==> src/rtl/serial_compare_pkg.sv <==
// Shared types and sizing helpers for the bit-serial magnitude comparator.
package serial_compare_pkg;

    localparam int DEFAULT_WIDTH = 8;

    localparam logic [1:0] ST_IDLE = 2'd0;
    localparam logic [1:0] ST_RUN  = 2'd1;
    localparam logic [1:0] ST_DONE = 2'd2;

    typedef enum logic [1:0] {
        IDLE = ST_IDLE,
        RUN  = ST_RUN,
        DONE = ST_DONE
    } state_e;

    // Bits needed to index an operand of w bits (MSB index is w-1).
    function automatic int idx_width(input int w);
        return (w < 2) ? 1 : $clog2(w);
    endfunction

    // Bits needed to hold a bit count from 0 up to and including w.
    function automatic int count_width(input int w);
        return $clog2(w) + 1;
    endfunction

endpackage

==> src/rtl/serial_compare_bit_compare.sv <==
// Single-bit magnitude compare cell. Once either skip input is set the
// decision is sticky, so lower bits can no longer change the outcome.
module bit_compare (
    input  logic a,
    input  logic b,
    input  logic a_skip,
    input  logic b_skip,
    output logic a_g,
    output logic b_g
);

    // Combinational cell: propagate an earlier decision or decide on this bit.
    always_comb begin
        a_g = a_skip | (~b_skip & a & ~b);
        b_g = b_skip | (~a_skip & ~a & b);
    end

endmodule

==> src/rtl/serial_compare_ctrl.sv <==
// Bit-serial magnitude comparator controller: captures two operands, walks a
// single bit_compare cell from MSB to LSB and returns the result over a
// valid/ready handshake.
module serial_compare_ctrl
    import serial_compare_pkg::*;
#(
    parameter int WIDTH      = DEFAULT_WIDTH,
    parameter bit EARLY_EXIT = 1'b1
) (
    input  logic                     clk,
    input  logic                     rst_n,
    input  logic                     start,
    output logic                     start_ready,
    input  logic [WIDTH-1:0]         op_a,
    input  logic [WIDTH-1:0]         op_b,
    input  logic                     abort,
    output logic                     busy,
    output logic                     res_valid,
    input  logic                     res_ready,
    output logic                     a_gt,
    output logic                     b_gt,
    output logic                     eq,
    output logic [$clog2(WIDTH):0]   bits_used
);

    localparam int IW = idx_width(WIDTH);
    localparam int CW = count_width(WIDTH);
    localparam logic [IW-1:0] IDX_TOP   = IW'(WIDTH - 1);
    localparam logic [CW-1:0] COUNT_MAX = CW'(WIDTH);

    state_e            state_q, state_d;
    logic [WIDTH-1:0]  a_q, a_d;
    logic [WIDTH-1:0]  b_q, b_d;
    logic [IW-1:0]     idx_q, idx_d;
    logic              a_skip_q, a_skip_d;
    logic              b_skip_q, b_skip_d;
    logic [CW-1:0]     count_q, count_d;

    logic              a_bit, b_bit;
    logic              a_g, b_g;

    assign a_bit = a_q[idx_q];
    assign b_bit = b_q[idx_q];

    bit_compare u_cell (
        .a      (a_bit),
        .b      (b_bit),
        .a_skip (a_skip_q),
        .b_skip (b_skip_q),
        .a_g    (a_g),
        .b_g    (b_g)
    );

    // Next-state logic: capture in IDLE, one bit per clock in RUN, hold in DONE.
    always_comb begin
        state_d  = state_q;
        a_d      = a_q;
        b_d      = b_q;
        idx_d    = idx_q;
        a_skip_d = a_skip_q;
        b_skip_d = b_skip_q;
        count_d  = count_q;
        case (state_q)
            IDLE: begin
                if (start) begin
                    a_d      = op_a;
                    b_d      = op_b;
                    idx_d    = IDX_TOP;
                    a_skip_d = 1'b0;
                    b_skip_d = 1'b0;
                    count_d  = '0;
                    state_d  = RUN;
                end
            end
            RUN: begin
                if (abort) begin
                    state_d = IDLE;
                end else begin
                    a_skip_d = a_g;
                    b_skip_d = b_g;
                    count_d  = (count_q == COUNT_MAX) ? count_q : count_q + CW'(1);
                    // idx stops at zero rather than wrapping; zero is the last bit.
                    if ((idx_q == '0) || (EARLY_EXIT && (a_g | b_g))) begin
                        state_d = DONE;
                    end else begin
                        idx_d = idx_q - IW'(1);
                    end
                end
            end
            DONE: begin
                // Abort wins over the handshake; both lead back to IDLE.
                if (abort || res_ready) begin
                    state_d = IDLE;
                end
            end
            default: state_d = IDLE;
        endcase
    end

    // State and datapath registers with asynchronous clear.
    always_ff @(posedge clk or negedge rst_n) begin
        if (!rst_n) begin
            state_q  <= IDLE;
            a_q      <= '0;
            b_q      <= '0;
            idx_q    <= '0;
            a_skip_q <= 1'b0;
            b_skip_q <= 1'b0;
            count_q  <= '0;
        end else begin
            state_q  <= state_d;
            a_q      <= a_d;
            b_q      <= b_d;
            idx_q    <= idx_d;
            a_skip_q <= a_skip_d;
            b_skip_q <= b_skip_d;
            count_q  <= count_d;
        end
    end

    // Outputs are gated by state so nothing stale leaks outside DONE.
    always_comb begin
        start_ready = (state_q == IDLE);
        busy        = (state_q == RUN);
        res_valid   = (state_q == DONE);
        a_gt        = res_valid & a_skip_q;
        b_gt        = res_valid & b_skip_q;
        eq          = res_valid & ~(a_skip_q | b_skip_q);
        bits_used   = res_valid ? count_q : '0;
    end

endmodule

==> config.mk <==
export PLATFORM = sky130hd
export DESIGN_NAME = serial_compare_ctrl
export DESIGN_NICKNAME = d
export VERILOG_FILES = /design/src/rtl/serial_compare_pkg.sv /design/src/rtl/serial_compare_bit_compare.sv /design/src/rtl/serial_compare_ctrl.sv
export SDC_FILE = /design/constraint.sdc
export NUM_CORES = 1
export LEC_CHECK = 0
export ABC_CLOCK_PERIOD_IN_PS = 4000
export CORE_MARGIN = 2
export CORE_UTILIZATION = 25
export DETAILED_ROUTE_END_ITERATION = 8
export SYNTH_ARGS = -nofsm -noshare
export SYNTH_HDL_FRONTEND = slang
export SYNTH_SLANG_ARGS = --single-unit
==> constraint.sdc <==
create_clock -name clk -period 4 [get_ports clk]
set_clock_uncertainty 0.2 [all_clocks]
set_input_delay 0.6 -clock clk [delete_from_list [all_inputs] [get_ports clk]]
set_output_delay 0.6 -clock clk [all_outputs]
set_load 0.1 [all_outputs]
# [Word-level counts from Yosys, hierarchy flattened]
# Index checks and enable logic that the tools add are counted.
[totals] reg_bits=27 input_bits=21 output_inout_bits=10 elab_cells=68
[classes] add_sub_neg=2 order_cmp=1 n_eq_ne=9 muxes=23 bitwise_logic=16 reduce_logical=10
[ops] operator="two-way mux 4 bit" n=4
[ops] operator="two-way mux 3 bit" n=3
[ops] operator="two-way mux 2 bit" n=4
[ops] operator="!= test 2 bit, second input constant" n=4
[ops] operator="case mux 4 bit (2 select lines)" n=1
[ops] operator="AND reduction 4 bit" n=2
[ops] operator="bitwise AND 1 bit" n=7
[ops] operator="binary-select mux 1 bit (select 3 bit)" n=2
[ops] operator="case mux 2 bit (3 select lines)" n=1
[ops] operator="case mux 3 bit (2 select lines)" n=1
[ops] operator="AND reduction 3 bit" n=2
[ops] operator="two-way mux 1 bit" n=5
[ops] operator="inverter 1 bit" n=5
[ops] operator="adder 4 x 1 -> 4 bit, second input constant" n=1
[ops] operator="equality test 4 bit, second input constant" n=1
[ops] operator="less-than comparator 3 x 4 -> 1 bit, second input constant" n=1
[ops] operator="OR 1 bit" n=4
[ops] operator="case mux 1 bit (2 select lines)" n=2
[ops] operator="logical NOT 3 bit" n=1
[ops] operator="!= test 3 x 2 -> 1 bit, second input constant" n=1
[ops] operator="subtractor 3 x 1 -> 3 bit, second input constant" n=1
[ops] operator="equality test 2 x 1 -> 1 bit, second input constant" n=1
[ops] operator="equality test 2 bit, second input constant" n=1
[ops] operator="logical NOT 2 bit" n=1
[ops] operator="4 further kinds" n=5

# [Logic depth before layout (Yosys ltp)]
[depth] ltp_word=11 ltp_mapped=7 depth_no_buf=7

# [Cells and area by module]
# From an unflattened synthesis, not the netlist that was laid out.
[unflattened] cells_unflattened=125 hier_area_um2=1481.4
[modules_own_cells] module="serial_compare_ctrl" n_inst=1 cells_per_inst=121 area_each_um2=1458.9 seq_area_each_um2=675.6
[modules_own_cells] module="bit_compare" n_inst=1 cells_per_inst=4 area_each_um2=22.5 seq_area_each_um2=0.0

# [Worst setup path after synthesis]
# No wires, ideal clock.
[synth_path] path_kind="register to output" from="register state_q[0]" to="output eq" arrival_time_ns=2.357 required_time_ns=3.200 slack_ns=0.843 path_stages_with_launch=4 n_path_buf=1 path_cell_list="dfrtp_1 nor2b_1 clkbuf_1 and2_1"
[synth_between] elab_chain_cells=2
[synth_lines] element="from (decl)" line_no="serial_compare_ctrl.sv:31" text="state_e state_q, state_d;"
[synth_lines] element="from (signal assigned)" line_no="serial_compare_ctrl.sv:111" text="state_q <= state_d;"
[synth_lines] element="equality test 2 bit" line_no="serial_compare_ctrl.sv:125" text="res_valid = (state_q == DONE);"
[synth_lines] element="named net res_valid" line_no="serial_compare_ctrl.sv:18" text="output logic res_valid,"
[synth_lines] element="bitwise AND 1 bit" line_no="serial_compare_ctrl.sv:128" text="eq = res_valid & ~(a_skip_q | b_skip_q);"
[synth_lines] element="to (decl)" line_no="serial_compare_ctrl.sv:22" text="output logic eq,"
# The timed path passes the listed nets, and every way through them passes these cells.

# [Worst setup path after layout]
[layout_path] from="register state_q[1]" to="output busy"
[layout_between] elab_chain_cells=1
[layout_lines] element="equality test 2 x 1 -> 1 bit" line_no="serial_compare_ctrl.sv:124" text="busy = (state_q == RUN);"
[layout_lines] element="to (decl)" line_no="serial_compare_ctrl.sv:17" text="output logic busy,"
# Every way passes these cells.

==> run summary <==
VDD IR-drop max -> 0.3990 mV
die area -> 6320 µm²
Final Instance Count excl. Fillers -> 223
Final ANT Viol Nets -> 0
antenna violations before repair -> 0
Mapped Nets -> 145
Post-synth top flop -> dfrtp_1
Netlist Area Pre-Place -> 1425 µm²
Worst-path clk slew -> 0.09 ns
status -> finished clean
synthesis-to-finish area growth -> 28.27%
startpoint types -> flip-flop
Gate Count Post-Synth -> 120
Net Sw Power -> 685.4 µW
drt wl/cell -> 12.68 µm
P_int -> 815.9 µW
max_slew headroom -> 35.29%
Hold Crit Class -> flip-flop to flip-flop
Max Slew Vio Count -> 0
Max-cap violations -> 0
vias per cell -> 4.480
sw frac -> 45.66%
num rows -> 27
Tcrit/Tclk final -> 73.37%
Clock Root Buffer -> clkbuf_8
core box area -> 5507 µm²
gr ovfl total -> 0
Setup TNS -> 0 ns
DRC violations left -> 0
# IOs -> 31
Hold Path Origin -> b_q[0]
drt first pass iters -> 4
worst slew pin tran -> 0.9676 ns
synth cell count leaders -> dfrtp_1, mux2_2, nor2_1, and2_1, inv_1
number of diodes -> 0
largest net degree at the start of global routing -> 28
Vias -> 999
dpl hpwl -> 2.166 mm
Skew-Pair Late Insertion Delay -> 0.27 ns
Cell Chain, Critical Path -> nand2b_1 -> inv_1 -> clkdlybuf4s50_1
ys async rst share -> 100.0%
max incr delay on CP -> 1.13 ns
Post-synth EDFFs -> 0
Max Freq -> 340.8 MHz
post-CTS setup buffer count -> 0
unique cell type count in the Yosys netlist -> 34
Comb pwr share -> 56.3%
share of cells above drive strength 1 -> 22.52%
Num CTS Buffers -> 3
vias in the first global route -> 1034
Synthesis Warnings -> 0
Flop pwr share -> 33.4%
Critical Path AT -> 2.13 ns
Hold Buf Count CTS -> 0
register area share after synthesis -> 47.41%
Critical R2R Launch -> idx_q[0]
mean post-synth cell area -> 11.88 µm²
clock group share of total power -> 10.3%
CTS Buffer Depth -> 2
power density over the cells -> 821.3 nW/µm²
CTS sink cnt -> 27
TritonCTS clock tree -> yes
first-pass GRT wire length -> 4.899 mm
Worst EP required -> 3.20 ns
Setup crit end kind -> output pin
Slowest-stage cell, CP -> clkdlybuf4s50_1
Fillers -> 575
top area cells in the synthesized netlist -> dfrtp_1, mux2_2, mux4_1
top cell type's share of synthesized area -> 47.41%
DP Cell Count -> 219
final setup fails -> 0
routed wire length -> 2.828 mm
Leak Pwr -> 0.0007808 µW
H-tree levels -> 1
fin nets -> 177
Hold Vio Cnt, Final -> 0
CP top delay family -> buffers and inverters
Buffers & Inverters on Critical Path -> 2
top-count cell post-synth -> dfrtp_1
RSZ-0062 raised after global routing -> false
Die Y -> 79.50 µm
R2R setup slack -> 1.61 ns
Port Buf Inserts -> 30
final period demand of the worst path -> 2.935 ns
GPL Wtd Cong -> 0.8089
area leader, netlist -> dfrtp_1
CP Max Fanout -> 5
post-CTS sizing -> 0
initial DRC count -> 50
total global-route track usage -> 9.892%
Die X -> 79.50 µm
CP Class -> flip-flop to output pin
Initial Util -> 25.88%
Synth Register Bits -> 27
CP startpoint -> state_q[1]
[path summary, 6_finish.rpt]
kind                       depth (start not counted)    endpoint
setup reg to reg                                   5  state_q[1]
max in group asynchronous                          2      b_q[7]
hold reg to reg                                    1      b_q[0]
min in group asynchronous                          2  count_q[0]
hold / removal                                     1      b_q[0]
setup / recovery                                   3        busy
[state kept, by name, indices dropped and copies added, names as in the netlist]
register / count
b_skip_q: 1
state_q: 2
a_q: 8
count_q: 4
b_q: 8
idx_q: 3
a_skip_q: 1
[per-stage QoR]
step	setup slack [ns]	power, µW	utilization (%)	hold slack, ns	area [µm²]
after floorplan	0.8432	1180	-	0.1044	1425
after global placement	1.297	1346	32.38	0.2827	1783
after detailed placement	1.318	1361	32.38	0.2886	1783
after CTS	1.052	1518	33.20	0.3103	1828
after global routing	0.9451	1623	33.20	0.3316	1828
final	1.065	1501	33.20	0.3049	1828
[cell type report]
type / instances / area [µm²] / area share [%]
Multi-Input combinational cell: 82 / 699.4 / 38.26
Timing Repair Buffer: 32 / 295.3 / 16.15
Inverter: 6 / 22.52 / 1.232
Sequential cell: 27 / 675.6 / 36.96
Clock buffer: 4 / 45.04 / 2.464
Tap cell: 72 / 90.09 / 4.928
[cells in the final DEF, fill, tap and decap left out]
master | netlist | layout
a21oi_2 | 1 | 1
clkbuf_1 | 2 | 1
o21a_1 | 1 | 1
nand2b_1 | 2 | 2
o31ai_1 | 2 | 2
xnor2_1 | 1 | 1
nand4_1 | 1 | 1
and3b_1 | 1 | 1
clkbuf_8 | 0 | 3
nor4_1 | 1 | 1
mux4_1 | 4 | 4
buf_4 | 0 | 10
nand3_1 | 1 | 1
or3b_2 | 1 | 1
ha_1 | 4 | 4
nand2_1 | 3 | 3
nor2_1 | 15 | 15
and2_0 | 1 | 1
a31oi_1 | 1 | 1
nor3_1 | 4 | 4
inv_1 | 6 | 6
mux2_2 | 17 | 17
dfrtp_1 | 27 | 27
mux2i_4 | 1 | 1
xor2_2 | 1 | 1
xor2_1 | 2 | 2
mux2i_1 | 1 | 1
a21oi_1 | 2 | 2
a211oi_1 | 2 | 2
clkdlybuf4s50_1 | 0 | 22
and2_1 | 7 | 7
o21ai_0 | 3 | 3
a311oi_1 | 1 | 1
nor2b_1 | 1 | 1
[per-layer routing]
| layer | GRT usage, % | vias to the layer above | part of all wire (%) |
|---|---|---|---|
| li1 | - | 488 | - |
| met1 | 14.28 | 481 | 48 |
| met2 | 14.79 | 25 | 45 |
| met3 | 2.376 | 5 | 5.6 |
| met4 | 2.586 | 0 | 1.1 |
| met5 | 0 | - | 0 |
[worst reg2reg max path, stage by stage, from the launching register on]
cell     delay [ns]
dfrtp_1        0.53
mux4_1         0.60
mux2_2         0.34
xnor2_1        0.33
o21ai_0        0.16
a21oi_1        0.17
[cells by family (layout without fill, tap and decap cells)]
kind of cell               Yosys count  in the layout  share of synthesized area (%)
buffers and inverters               11             42                          3.511
adders and majority gates            4              4                          3.512
AOI/OAI and AO/OA                   13             13                          6.058
and+or+nand+nor                     38             38                          13.43
DFF                                 27             27                          47.41
xor gates and xnor gates             4              4                          2.986
muxes                               23             23                          23.09
[power by group through the flow]
stage	sequential (µW)	clock (µW)	combinational, µW
2_1_floorplan	459	0	721
3_3_place_gp	505	0	841
3_5_place_dp	512	0	849
4_1_cts	507	159	852
5_1_grt	529	174	920
6_report	501	154	845
Power figures use the tool's default switching activity.
